File: src/rtl/alu_arbiter.sv
// ---------------------------------------------------------------------------
// alu_arbiter
//
// Shares one combinational ALU between two requesters. Grants are
// round-robin and one operation is in flight at a time. The granted operands
// are registered and drive the ALU. The ALU outputs are captured into a
// response register, which is held until the consumer takes it.
//
// Optional feature (macro ALU_ARB_FUNCT_CHECK_EN):
//   When defined, a funct outside 27..32 still completes. Its response is
//   forced to result=0, zero=1, carry=0, err=1, and the ALU outputs are
//   ignored. When undefined, rsp_err is tied low and every funct goes to the
//   ALU unchanged.
//
// Ports:
//   clk, rst                 rising-edge clock, async active-high reset
//   reqN_valid / reqN_ready  request handshake, N = 0,1
//   reqN_src1/src2/funct/shamt  request operands
//   alu_src1/src2/funct/shamt   registered operands to the ALU
//   alu_result/zero/carry       combinational ALU outputs
//   rsp_valid / rsp_ready    response handshake
//   rsp_id                   index of the requester that owns the response
//   rsp_result/zero/carry    captured ALU outputs
//   rsp_err                  illegal-funct flag (optional feature only)
// ---------------------------------------------------------------------------
module alu_arbiter #(
    parameter int DATA_W  = 32,
    parameter int FUNCT_W = 6,
    parameter int SHAMT_W = 5
) (
    input  logic               clk,
    input  logic               rst,

    input  logic               req0_valid,
    output logic               req0_ready,
    input  logic [DATA_W-1:0]  req0_src1,
    input  logic [DATA_W-1:0]  req0_src2,
    input  logic [FUNCT_W-1:0] req0_funct,
    input  logic [SHAMT_W-1:0] req0_shamt,

    input  logic               req1_valid,
    output logic               req1_ready,
    input  logic [DATA_W-1:0]  req1_src1,
    input  logic [DATA_W-1:0]  req1_src2,
    input  logic [FUNCT_W-1:0] req1_funct,
    input  logic [SHAMT_W-1:0] req1_shamt,

    output logic [DATA_W-1:0]  alu_src1,
    output logic [DATA_W-1:0]  alu_src2,
    output logic [FUNCT_W-1:0] alu_funct,
    output logic [SHAMT_W-1:0] alu_shamt,
    input  logic [DATA_W-1:0]  alu_result,
    input  logic               alu_zero,
    input  logic               alu_carry,

    output logic               rsp_valid,
    input  logic               rsp_ready,
    output logic               rsp_id,
    output logic [DATA_W-1:0]  rsp_result,
    output logic               rsp_zero,
    output logic               rsp_carry,
    output logic               rsp_err
);

    typedef enum logic [1:0] {
        IDLE = 2'd0,
        EXEC = 2'd1,
        RESP = 2'd2
    } state_t;

    state_t             state_q, state_d;
    logic               rr_ptr_q, rr_ptr_d;
    logic               gnt_id_q, gnt_id_d;
    logic [DATA_W-1:0]  src1_q, src1_d;
    logic [DATA_W-1:0]  src2_q, src2_d;
    logic [FUNCT_W-1:0] funct_q, funct_d;
    logic [SHAMT_W-1:0] shamt_q, shamt_d;
    logic               rsp_valid_q, rsp_valid_d;
    logic               rsp_id_q, rsp_id_d;
    logic [DATA_W-1:0]  rsp_result_q, rsp_result_d;
    logic               rsp_zero_q, rsp_zero_d;
    logic               rsp_carry_q, rsp_carry_d;

    logic               idle;
    logic               any_valid;
    logic               grant1;

`ifdef ALU_ARB_FUNCT_CHECK_EN
    logic               rsp_err_q, rsp_err_d;
    logic               funct_illegal;

    // Legal ALU codes are the contiguous range 27..32.
    assign funct_illegal = (funct_q < FUNCT_W'(27)) || (funct_q > FUNCT_W'(32));
`endif

    // Requester 1 wins when it is the only one asking or when it is the
    // preferred requester. Otherwise requester 0 wins whenever it is valid.
    assign idle       = (state_q == IDLE);
    assign any_valid  = req0_valid | req1_valid;
    assign grant1     = req1_valid & (~req0_valid | rr_ptr_q);
    assign req0_ready = idle & req0_valid & ~grant1;
    assign req1_ready = idle & grant1;

    always_comb begin
        state_d      = state_q;
        rr_ptr_d     = rr_ptr_q;
        gnt_id_d     = gnt_id_q;
        src1_d       = src1_q;
        src2_d       = src2_q;
        funct_d      = funct_q;
        shamt_d      = shamt_q;
        rsp_valid_d  = rsp_valid_q;
        rsp_id_d     = rsp_id_q;
        rsp_result_d = rsp_result_q;
        rsp_zero_d   = rsp_zero_q;
        rsp_carry_d  = rsp_carry_q;
`ifdef ALU_ARB_FUNCT_CHECK_EN
        rsp_err_d    = rsp_err_q;
`endif

        case (state_q)
            IDLE: begin
                if (any_valid) begin
                    src1_d   = grant1 ? req1_src1  : req0_src1;
                    src2_d   = grant1 ? req1_src2  : req0_src2;
                    funct_d  = grant1 ? req1_funct : req0_funct;
                    shamt_d  = grant1 ? req1_shamt : req0_shamt;
                    gnt_id_d = grant1;
                    // The requester that just lost (or did not ask) gets
                    // priority next time.
                    rr_ptr_d = ~grant1;
                    state_d  = EXEC;
                end
            end

            EXEC: begin
                rsp_result_d = alu_result;
                rsp_zero_d   = alu_zero;
                rsp_carry_d  = alu_carry;
`ifdef ALU_ARB_FUNCT_CHECK_EN
                rsp_err_d    = 1'b0;
                if (funct_illegal) begin
                    rsp_result_d = '0;
                    rsp_zero_d   = 1'b1;
                    rsp_carry_d  = 1'b0;
                    rsp_err_d    = 1'b1;
                end
`endif
                rsp_id_d    = gnt_id_q;
                rsp_valid_d = 1'b1;
                state_d     = RESP;
            end

            RESP: begin
                if (rsp_valid_q && rsp_ready) begin
                    rsp_valid_d = 1'b0;
                    state_d     = IDLE;
                end
            end

            default: begin
                state_d = IDLE;
            end
        endcase
    end

    // An asynchronous reset throws away any operation in flight. The operand
    // registers are also cleared, so the ALU inputs read zero right away.
    always_ff @(posedge clk or posedge rst) begin
        if (rst) begin
            state_q      <= IDLE;
            rr_ptr_q     <= 1'b0;
            gnt_id_q     <= 1'b0;
            src1_q       <= '0;
            src2_q       <= '0;
            funct_q      <= '0;
            shamt_q      <= '0;
            rsp_valid_q  <= 1'b0;
            rsp_id_q     <= 1'b0;
            rsp_result_q <= '0;
            rsp_zero_q   <= 1'b0;
            rsp_carry_q  <= 1'b0;
        end else begin
            state_q      <= state_d;
            rr_ptr_q     <= rr_ptr_d;
            gnt_id_q     <= gnt_id_d;
            src1_q       <= src1_d;
            src2_q       <= src2_d;
            funct_q      <= funct_d;
            shamt_q      <= shamt_d;
            rsp_valid_q  <= rsp_valid_d;
            rsp_id_q     <= rsp_id_d;
            rsp_result_q <= rsp_result_d;
            rsp_zero_q   <= rsp_zero_d;
            rsp_carry_q  <= rsp_carry_d;
        end
    end

`ifdef ALU_ARB_FUNCT_CHECK_EN
    always_ff @(posedge clk or posedge rst) begin
        if (rst) begin
            rsp_err_q <= 1'b0;
        end else begin
            rsp_err_q <= rsp_err_d;
        end
    end

    assign rsp_err = rsp_err_q;
`else
    assign rsp_err = 1'b0;
`endif

    assign alu_src1   = src1_q;
    assign alu_src2   = src2_q;
    assign alu_funct  = funct_q;
    assign alu_shamt  = shamt_q;
    assign rsp_valid  = rsp_valid_q;
    assign rsp_id     = rsp_id_q;
    assign rsp_result = rsp_result_q;
    assign rsp_zero   = rsp_zero_q;
    assign rsp_carry  = rsp_carry_q;

endmodule

File: config.mk
export PLATFORM = sky130hd
export DESIGN_NAME = alu_arbiter
export DESIGN_NICKNAME = d
export VERILOG_FILES = /design/src/rtl/alu_arbiter.sv
export SDC_FILE = /design/constraint.sdc
export NUM_CORES = 1
export LEC_CHECK = 0
export CAP_MARGIN = 20
export CORE_ASPECT_RATIO = 1.5
export CORE_MARGIN = 4
export CORE_UTILIZATION = 25
export CTS_BUF_LIST = sky130_fd_sc_hd__clkbuf_2
export CTS_CLUSTER_SIZE = 28
export DETAILED_ROUTE_END_ITERATION = 8
export PLACE_DENSITY_LB_ADDON = 0.05
export SETUP_SLACK_MARGIN = 0.02
export SLEW_MARGIN = 10
export SYNTH_ARGS = -nofsm -noshare
export SYNTH_HDL_FRONTEND = slang
export SYNTH_SLANG_ARGS = --single-unit
File: constraint.sdc
create_clock -name clk -period 3.96 [get_ports clk]
set_input_delay 0.792 -clock clk [delete_from_list [all_inputs] [get_ports clk]]
set_output_delay 0.792 -clock clk [all_outputs]
set_load 0.02 [all_outputs]
==> results.sh, run 1 <==
export IMPL_status="finished clean"
export IMPL_cts_hold_buffers=0
export IMPL_wl_um=18050
export IMPL_final_cell_mix="301 x clkdlybuf4s50_1, 115 x dfrtp_1, 66 x a21boi_0, 66 x a221o_1, 35 x mux2_2"
export IMPL_synth_edf_count=0
export IMPL_pre_cts_ws_ns=0.9017
export IMPL_layout_nets=857
export IMPL_required_ns=3.17
export IMPL_max_freq_ghz=0.3065
export IMPL_dp_hpwl_um=12430
export IMPL_cp_num_cells=4
export IMPL_fin_area_um2=8396
export IMPL_grt_usage_pct=16.17
export IMPL_synthXorXnorAreaFrac_pct=0
export IMPL_min_period_ns=3.262
export IMPL_core_area_um2=19320
export IMPL_first_iter_violations=206
export IMPL_grt_pass1_vias=4847
export IMPL_layout_setup_ws_ns=0.6978
export IMPL_cts_max_path_buffers=2
export IMPL_synth_top_family_by_area="compound AO/OA/AOI/OAI gates"
export IMPL_postPlaceCellArea_um2=8183
export IMPL_finalCoreUtilization_pct=43.46
export IMPL_cpPeakStageDelay_ns=0.63
export IMPL_grt_pass1_wl_um=27430
export IMPL_route_vias_total=4488
export IMPL_synth_area_um2=4947
export IMPL_place_gp_congestion=0.7414
export IMPL_p_leak_nw=3.372
export IMPL_synth_warnings=0
export IMPL_dp_cells=905
export IMPL_htree_levels=4
export IMPL_syn_area_per_cell_um2=13.05
export IMPL_finClkSkew_ns=0.03628
export IMPL_r2r_slack_ns=1.77
export IMPL_hold_viol_final=0
export IMPL_synth_nets=568
export IMPL_ff2ff_path_depth=5
export IMPL_rr_startpoint="state_q[1]$_DFFE_PP0P_"
export IMPL_met3_usage_pct=5.653
export IMPL_die_h_um=180.3
export IMPL_cts_setup_buffers=0
export IMPL_endpoint="req0_ready"
export IMPL_startpoint="state_q[1]$_DFFE_PP0P_"
export IMPL_relSlewSlack_pct=33.24
export IMPL_die_area_um2=22150
export IMPL_cts_root_buffer="clkbuf_2"
export IMPL_drc_errors=0
export IMPL_gr_total_overflow=0
export IMPL_fin_setup_tns_ns=0
export IMPL_ios=303
export IMPL_cts_tree="done"
export IMPL_synth_ff_type="dfrtp_1"
export IMPL_synth_distinct_cells=23
export IMPL_syn_to_final_growth_pct=69.70
export IMPL_cp_top_family="buffers and inverters"
export IMPL_rows=62
export IMPL_setup_worst_path_class="flop to primary output"
export IMPL_start_util_pct=25.61
export IMPL_post_cts_resized=0
export IMPL_synth_compound_area_share_pct=26.99
export IMPL_cp_arrival_ns=2.47
export IMPL_antenna_found_initial=2
export IMPL_max_cap_violations=0
export IMPL_ant_nets=0
export IMPL_crit_buf_inv=2
export IMPL_viasPerCell=4.790
export IMPL_path_cells="nor2_4, buf_4, and3_2, clkdlybuf4s50_1"
export IMPL_hold_ws_ns=0.5013
export IMPL_post_route_period_util_pct=82.38
export IMPL_synth_seq_area_share_pct=58.17
export IMPL_power_mw=6.418
export IMPL_yosys_area_share_adder_pct=0
export IMPL_report_final_slew_viol_count=0
export IMPL_use_met2_pct=27.84
export IMPL_rsz0062_at_grt="no"
export IMPL_wl_per_cell_um=19.27
export IMPL_layout_cells_non_filler=937
export IMPL_die_w_um=122.9
export IMPL_synthArstFlopShare_pct=100.0
export IMPL_cts_sinks=115
export IMPL_clk_latency_ns=0.65
export IMPL_clk_pin_slew_worst_paths_ns=0.14
export IMPL_busiest_layer="met2"
export IMPL_path_max_fanout=33
export IMPL_layout_drive_gt1_share_pct=11.63
export IMPL_netlist_instances=379
export IMPL_portBuffers=301
export IMPL_drtPass1Iterations=4
export IMPL_yosys_area_share_simple_pct=2.428
export IMPL_setup_viol=0
export IMPL_worst_pin_slew_ns=0.9994
export IMPL_gr_usage_met1_pct=18.29
export IMPL_grt_max_degree=116
export IMPL_cp_end_kind="primary output"
export IMPL_critPathLaunchType="flop"
export IMPL_ys_ff_latch=115
export IMPL_critPathSlowestCell="clkdlybuf4s50_1"
export IMPL_synthMuxAreaShare_pct=7.967
export IMPL_ir_drop_mv=0.2738
export IMPL_final_common_cell="clkdlybuf4s50_1"
export IMPL_rr_endpoint="alu_src2[10]$_DFFE_PP0P_"
export IMPL_power_density_nw_per_um2=764.4
export IMPL_cts_buffers=17
export IMPL_hp_class="flop to flop"
[kinds of logic (layout without fill, tap and decap cells)]
family,after synthesis,after routing
AO/OA/AOI/OAI,164,164
buffers and inverters,43,343
flip-flops,115,115
multiplexers,35,35
other,1,3
AND/OR/NAND/NOR,21,21
[Yosys cell counts (all sizes together), types with 2 or more instances]
cell type	n	share of area [%]
and3	2	0.35
a21oi	11	1.1
a21o	3	0.46
mux2	35	8.0
a221o	66	13
nand2	4	0.30
a31oi	9	1.1
o21ai	9	0.91
buf	17	2.4
inv	3	0.23
dfrtp	115	58
nor2b	3	0.38
clkbuf	22	1.7
a21boi	66	10
nand3	9	0.91
[layout make-up]
type	count	area [µm²]
Inverter	4	17.52
Sequential cell	115	2878
Tap cell	256	320.3
Fill cell	1848	10920
Clock inverter	12	117.6
Multi-Input combinational cell	221	1869
Antenna cell	2	5.005
Timing Repair Buffer	309	3098
Clock buffer	18	90.09
[sequential cells by signal, summed over array words and instances, names as in the netlist]
signal,flops
alu_shamt,5
alu_src2,32
rsp_valid,1
alu_src1,32
rsp_zero,1
alu_funct,6
state_q,2
rsp_carry,1
rr_ptr_q,1
rsp_result,32
rsp_id,1
gnt_id_q,1
[metal layers]
layer / vias up / wire length (µm)
li1: 2049 / -
met1: 2220 / 6980
met2: 201 / 9260
met3: 18 / 1429
met4: 0 / 384
met5: - / 0
[report_power, final]
group          switching (mW)  total, mW  internal (mW)
logic                    1.77       3.63           1.86
registers               0.305       2.06           1.75
clock network           0.456      0.732          0.276
total                    2.53       6.42           3.89
[how the worst min path moves through the flow]
stage / startpoint / endpoint / cells past startpoint
global placement: gnt_id_q$_DFFE_PP0P_ / gnt_id_q$_DFFE_PP0P_ / 1
global route: gnt_id_q$_DFFE_PP0P_ / gnt_id_q$_DFFE_PP0P_ / 1
CTS: gnt_id_q$_DFFE_PP0P_ / gnt_id_q$_DFFE_PP0P_ / 1
floorplan: gnt_id_q$_DFFE_PP0P_ / gnt_id_q$_DFFE_PP0P_ / 1
detailed placement: gnt_id_q$_DFFE_PP0P_ / gnt_id_q$_DFFE_PP0P_ / 1
finish: gnt_id_q$_DFFE_PP0P_ / gnt_id_q$_DFFE_PP0P_ / 1
Note: power is estimated with default switching activity, not from simulation.
==> inputs of run 2 (changes only) <==
==> constraint.sdc (replaced) <==
create_clock -name clk -period 3.3 [get_ports clk]
set_input_delay 0.66 -clock clk [delete_from_list [all_inputs] [get_ports clk]]
set_output_delay 0.66 -clock clk [all_outputs]
set_load 0.02 [all_outputs]
==> results.sh, run 2 (synthesis results as in run 1) <==
export IMPL_layout_drive_gt1_share_pct=11.75
export IMPL_grt_usage_pct=16.13
export IMPL_combPwrFrac_pct=54.8
export IMPL_internal_power_mw=4.838
export IMPL_worst_pin_slew_ns=0.9928
export IMPL_cts_root_buffer="clkbuf_2"
export IMPL_grt_pass1_wl_um=27570
export IMPL_htree_levels=4
export IMPL_cts_setup_buffers=0
export IMPL_antenna_found_initial=4
export IMPL_min_period_ns=3.054
export IMPL_hold_viol_final=0
export IMPL_clk_latency_ns=0.67
export IMPL_drc_errors=0
export IMPL_required_ns=2.64
export IMPL_post_cts_resized=0
export IMPL_drtPass1Iterations=4
export IMPL_power_density_nw_per_um2=936.8
export IMPL_die_w_um=122.9
export IMPL_cts_max_path_buffers=2
export IMPL_setup_viol=0
export IMPL_p_clk_share_pct=14.0
export IMPL_post_route_period_util_pct=92.55
export IMPL_finClkSkew_ns=0.04481
export IMPL_cts_buffers=17
export IMPL_ios=303
export IMPL_critPathSlowestCell="clkdlybuf4s50_1"
export IMPL_path_max_fanout=23
export IMPL_grt_pass1_vias=4917
export IMPL_fin_setup_tns_ns=0
export IMPL_relSlewSlack_pct=33.67
export IMPL_final_common_cell="clkdlybuf4s50_1"
export IMPL_wl_um=18190
export IMPL_status="finished clean"
export IMPL_gr_total_overflow=0
export IMPL_cts_sinks=115
export IMPL_cp_arrival_ns=2.39
export IMPL_hp_class="flop to flop"
export IMPL_start_util_pct=25.61
export IMPL_die_area_um2=22150
export IMPL_place_gp_congestion=0.7639
export IMPL_report_final_slew_viol_count=0
export IMPL_wl_per_cell_um=19.35
export IMPL_path_cells="nor2_4, buf_4, and3_4, clkdlybuf4s50_1"
export IMPL_syn_to_final_growth_pct=71.17
export IMPL_portBuffers=301
export IMPL_clk_pin_slew_worst_paths_ns=0.16
export IMPL_setup_worst_path_class="flop to primary output"
export IMPL_route_vias_total=4489
export IMPL_seqPwrFrac_pct=31.2
export IMPL_p_leak_nw=3.391
export IMPL_first_iter_violations=145
export IMPL_cts_hold_buffers=0
export IMPL_num_fill_cells=1837
export IMPL_rows=62
export IMPL_layout_nets=857
export IMPL_cts_tree="done"
export IMPL_viasPerCell=4.776
export IMPL_rsz0062_at_grt="no"
export IMPL_max_freq_ghz=0.3274
export IMPL_die_h_um=180.3
export IMPL_finalCoreUtilization_pct=43.84
export IMPL_ir_drop_mv=0.3600
export IMPL_final_cell_mix="301 x clkdlybuf4s50_1, 115 x dfrtp_1, 66 x a21boi_0, 66 x a221o_1, 35 x mux2_2"
export IMPL_critPathLaunchType="flop"
export IMPL_sw_frac_of_total_pct=39.01
export IMPL_max_cap_violations=0
export IMPL_cp_end_kind="primary output"
export IMPL_core_area_um2=19320
export IMPL_power_switching_mw=3.095
export IMPL_cpPeakStageDelay_ns=0.63
export IMPL_ant_nets=0
export IMPL_dp_hpwl_um=12850
export IMPL_grt_max_degree=116
-- run 2: final cells by class --
cell class / count / area [µm²] / area share (%)
diodes: 3 / 7.507 / 0.08865
flip-flops and latches: 115 / 2878 / 33.98
repair buffers: 309 / 3085 / 36.44
clock buffers: 17 / 85.08 / 1.005
clock inverters: 15 / 203.9 / 2.408
well taps: 256 / 320.3 / 3.783
multi-input cells: 221 / 1869 / 22.07
inverters: 4 / 18.77 / 0.2216
-- run 2: per-layer routing --
metal	vias to the layer above	global-route usage (%)	part of all wire, %
met1	2223	18.21	39
met5	-	0	0.071
li1	2049	-	-
met3	17	5.308	8.0
met4	2	5.919	1.6
met2	198	27.91	51
-- run 2: final timing paths --
| path | from | endpoint | slack (ns) | cells past startpoint |
|---|---|---|---|---|
| worst max register to register | state_q[1]$_DFFE_PP0P_ | alu_src2[16]$_DFFE_PP0P_ | 1.18 | 5 |
| worst min-delay path | gnt_id_q$_DFFE_PP0P_ | gnt_id_q$_DFFE_PP0P_ | 0.51 | 1 |
| max in group asynchronous | rst | alu_funct[5]$_DFFE_PP0P_ | 2.30 | 3 |
| worst max-delay path | state_q[1]$_DFFE_PP0P_ | req1_ready | 0.25 | 4 |
| worst min register to register | gnt_id_q$_DFFE_PP0P_ | gnt_id_q$_DFFE_PP0P_ | 0.51 | 1 |
| min in group asynchronous | rst | rsp_result[6]$_DFFE_PP0P_ | 0.52 | 3 |
-- run 2: metrics by stage --
step | setup WS, ns | cell area, µm² | cells | hold WS (ns) | total power, mW
2_1_floorplan | 1.241 | 4951 | 379 | 0.4441 | 4.853
3_3_place_gp | 0.4951 | 8172 | 905 | 0.4661 | 6.840
3_5_place_dp | 0.4820 | 8172 | 905 | 0.4751 | 6.909
4_1_cts | 0.1153 | 8461 | 937 | 0.4141 | 8.078
5_1_grt | 0.05384 | 8468 | 940 | 0.4626 | 8.439
6_report | 0.2458 | 8468 | 940 | 0.5055 | 7.933
-- run 2: critical path, delay by kind of cell, from the launching register on --
kind / cells / cell delay [ns]
buffers and inverters: 2 / 0.90
flip-flops: 1 / 0.50
AND/OR/NAND/NOR: 2 / 0.36
-- run 2: power by group through the flow --
stage | clock network [mW] | logic [mW] | registers, mW
floorplan | 0 | 1.56 | 3.30
global placement | 0 | 4.35 | 2.49
detailed placement | 0 | 4.41 | 2.50
CTS | 1.18 | 4.41 | 2.49
global route | 1.22 | 4.64 | 2.58
finish | 1.11 | 4.35 | 2.48
==> inputs of run 3 (changes only) <==
--- a/config.mk
+++ b/config.mk
@@ -5,10 +5,11 @@
 export SDC_FILE = /design/constraint.sdc
 export NUM_CORES = 1
 export LEC_CHECK = 0
+export ABC_CLOCK_PERIOD_IN_PS = 3300
 export CAP_MARGIN = 20
 export CORE_ASPECT_RATIO = 1.5
 export CORE_MARGIN = 4
-export CORE_UTILIZATION = 25
+export CORE_UTILIZATION = 30
 export CTS_BUF_LIST = sky130_fd_sc_hd__clkbuf_2
 export CTS_CLUSTER_SIZE = 28
 export DETAILED_ROUTE_END_ITERATION = 8
==> results.sh, run 3 (synthesis results as in run 1) <==
export IMPL_status="finished clean"
export IMPL_place_gp_congestion=0.7970
export IMPL_final_common_cell="clkdlybuf4s50_1"
export IMPL_first_iter_violations=137
export IMPL_viasPerCell=5.117
export IMPL_drc_errors=0
export IMPL_grt_max_degree=71
export IMPL_worst_pin_slew_ns=0.9730
export IMPL_cts_root_buffer="clkbuf_2"
export IMPL_cts_hold_buffers=0
export IMPL_portBuffers=301
export IMPL_cts_setup_buffers=0
export IMPL_cp_end_kind="primary output"
export IMPL_finalCoreUtilization_pct=51.51
export IMPL_grt_pass1_wl_um=27360
export IMPL_critPathLaunchType="flop"
export IMPL_layout_nets=859
export IMPL_hp_class="input pin to async pin"
export IMPL_final_cell_mix="301 x clkdlybuf4s50_1, 115 x dfrtp_1, 66 x a21boi_0, 66 x a221o_1, 35 x mux2_2"
export IMPL_start_util_pct=30.56
export IMPL_ir_drop_mv=0.3985
export IMPL_wl_per_cell_um=20.05
export IMPL_layout_drive_gt1_share_pct=11.73
export IMPL_antenna_found_initial=2
export IMPL_dp_hpwl_um=12910
export IMPL_rsz0062_at_grt="no"
export IMPL_hold_viol_final=0
export IMPL_critPathSlowestCell="clkdlybuf4s50_1"
export IMPL_setup_viol=0
export IMPL_relSlewSlack_pct=35.00
export IMPL_drtPass1Iterations=4
export IMPL_wl_um=17870
export IMPL_gr_total_overflow=0
export IMPL_power_density_nw_per_um2=925.6
export IMPL_setup_worst_path_class="flop to primary output"
export IMPL_cp_arrival_ns=2.33
export IMPL_required_ns=2.64
export IMPL_r2r_slack_ns=1.21
export IMPL_die_w_um=112.9
export IMPL_fin_setup_tns_ns=0
export IMPL_die_area_um2=18650
export IMPL_grt_pass1_vias=4962
export IMPL_cts_buffers=17
export IMPL_ios=303
export IMPL_report_final_slew_viol_count=0
export IMPL_rows=57
export IMPL_syn_to_final_growth_pct=68.56
export IMPL_cpPeakStageDelay_ns=0.63
export IMPL_clk_pin_slew_worst_paths_ns=0.20
export IMPL_route_vias_total=4559
export IMPL_max_freq_ghz=0.3348
export IMPL_path_cells="nor2_4, and3_2, clkdlybuf4s50_1"
export IMPL_post_route_period_util_pct=90.52
export IMPL_ant_nets=0
export IMPL_cts_sinks=115
export IMPL_core_area_um2=16190
export IMPL_min_period_ns=2.987
export IMPL_path_max_fanout=11
export IMPL_cts_tree="done"
export IMPL_htree_levels=4
export IMPL_p_leak_nw=3.364
export IMPL_die_h_um=165.3
export IMPL_max_cap_violations=0
export IMPL_cts_max_path_buffers=2
export IMPL_grt_usage_pct=18.75
export IMPL_clk_latency_ns=0.63
export IMPL_finClkSkew_ns=0.03622
-- run 3: changes by cell type in the layout (fill, tap and decap cells not counted) --
| cell | change |
|---|---|
| clkinv_1 | +1 |
| clkbuf_2 | +1 |
| buf_4 | +1 |
| nor2_2 | +1 |
| inv_6 | -4 |
| clkinv_4 | -3 |
| bufinv_16 | -2 |
| clkinv_2 | +5 |
| clkinvlp_4 | +1 |
-- run 3: worst paths after layout --
check,startpoint,to,cells past startpoint
setup / recovery,state_q[1]$_DFFE_PP0P_,req0_ready,3
hold / removal,rst,alu_src1[15]$_DFFE_PP0P_,2
setup reg to reg,state_q[1]$_DFFE_PP0P_,alu_src2[4]$_DFFE_PP0P_,4
hold reg to reg,gnt_id_q$_DFFE_PP0P_,gnt_id_q$_DFFE_PP0P_,1
max in group asynchronous,rst,alu_src2[0]$_DFFE_PP0P_,3
min in group clk,gnt_id_q$_DFFE_PP0P_,gnt_id_q$_DFFE_PP0P_,1
-- run 3: critical path, delay by kind of cell (launching register included) --
| kind | cells | cell delay [ns] |
|---|---|---|
| simple gates | 2 | 0.58 |
| buf+inv | 1 | 0.63 |
| flops | 1 | 0.52 |
-- run 3: metrics by stage --
step | power (mW) | worst slack, ns | instance area [µm²] | hold slack [ns] | cells
floorplan | 4.853 | 1.241 | 4951 | 0.4441 | 379
global placement | 6.841 | 0.4871 | 8117 | 0.4665 | 856
detailed placement | 6.907 | 0.4721 | 8117 | 0.4650 | 856
CTS | 7.821 | 0.08203 | 8325 | 0.3448 | 887
global route | 8.210 | 0.1248 | 8334 | 0.3748 | 889
finish | 7.719 | 0.3129 | 8339 | 0.4223 | 891
-- run 3: cell type report --
class / instances / area [µm²]
repair buffers: 310 / 3093
clock buffers: 18 / 90.09
multi-input cells: 222 / 1876
fillers: 1476 / 7850
well taps: 206 / 257.7
inverters: 4 / 18.77
flip-flops and latches: 115 / 2878
clock inverters: 13 / 118.9
diodes: 3 / 7.507
-- run 3: what timing repair did --
item                                    4_1_cts  5_1_grt
gates resized for setup                       0        0
endpoints found under the setup margin        0        2
endpoints found under the hold margin         0        0
-- run 3: routing by layer --
layer | routed length, µm | track usage [%] | share of wire, % | up-vias
li1 | - | - | - | 2061
met1 | 6608 | 20.81 | 37 | 2240
met2 | 9247 | 32.52 | 52 | 230
met3 | 1571 | 7.000 | 8.8 | 26
met4 | 425 | 7.272 | 2.4 | 2
met5 | 13 | 0 | 0.073 | -
-- run 3: where the power goes --
group | switching (mW) | leakage [nW] | internal [mW]
logic | 2.13 | 1.85 | 2.23
registers | 0.372 | 1.39 | 2.11
clock network | 0.548 | 0.128 | 0.330
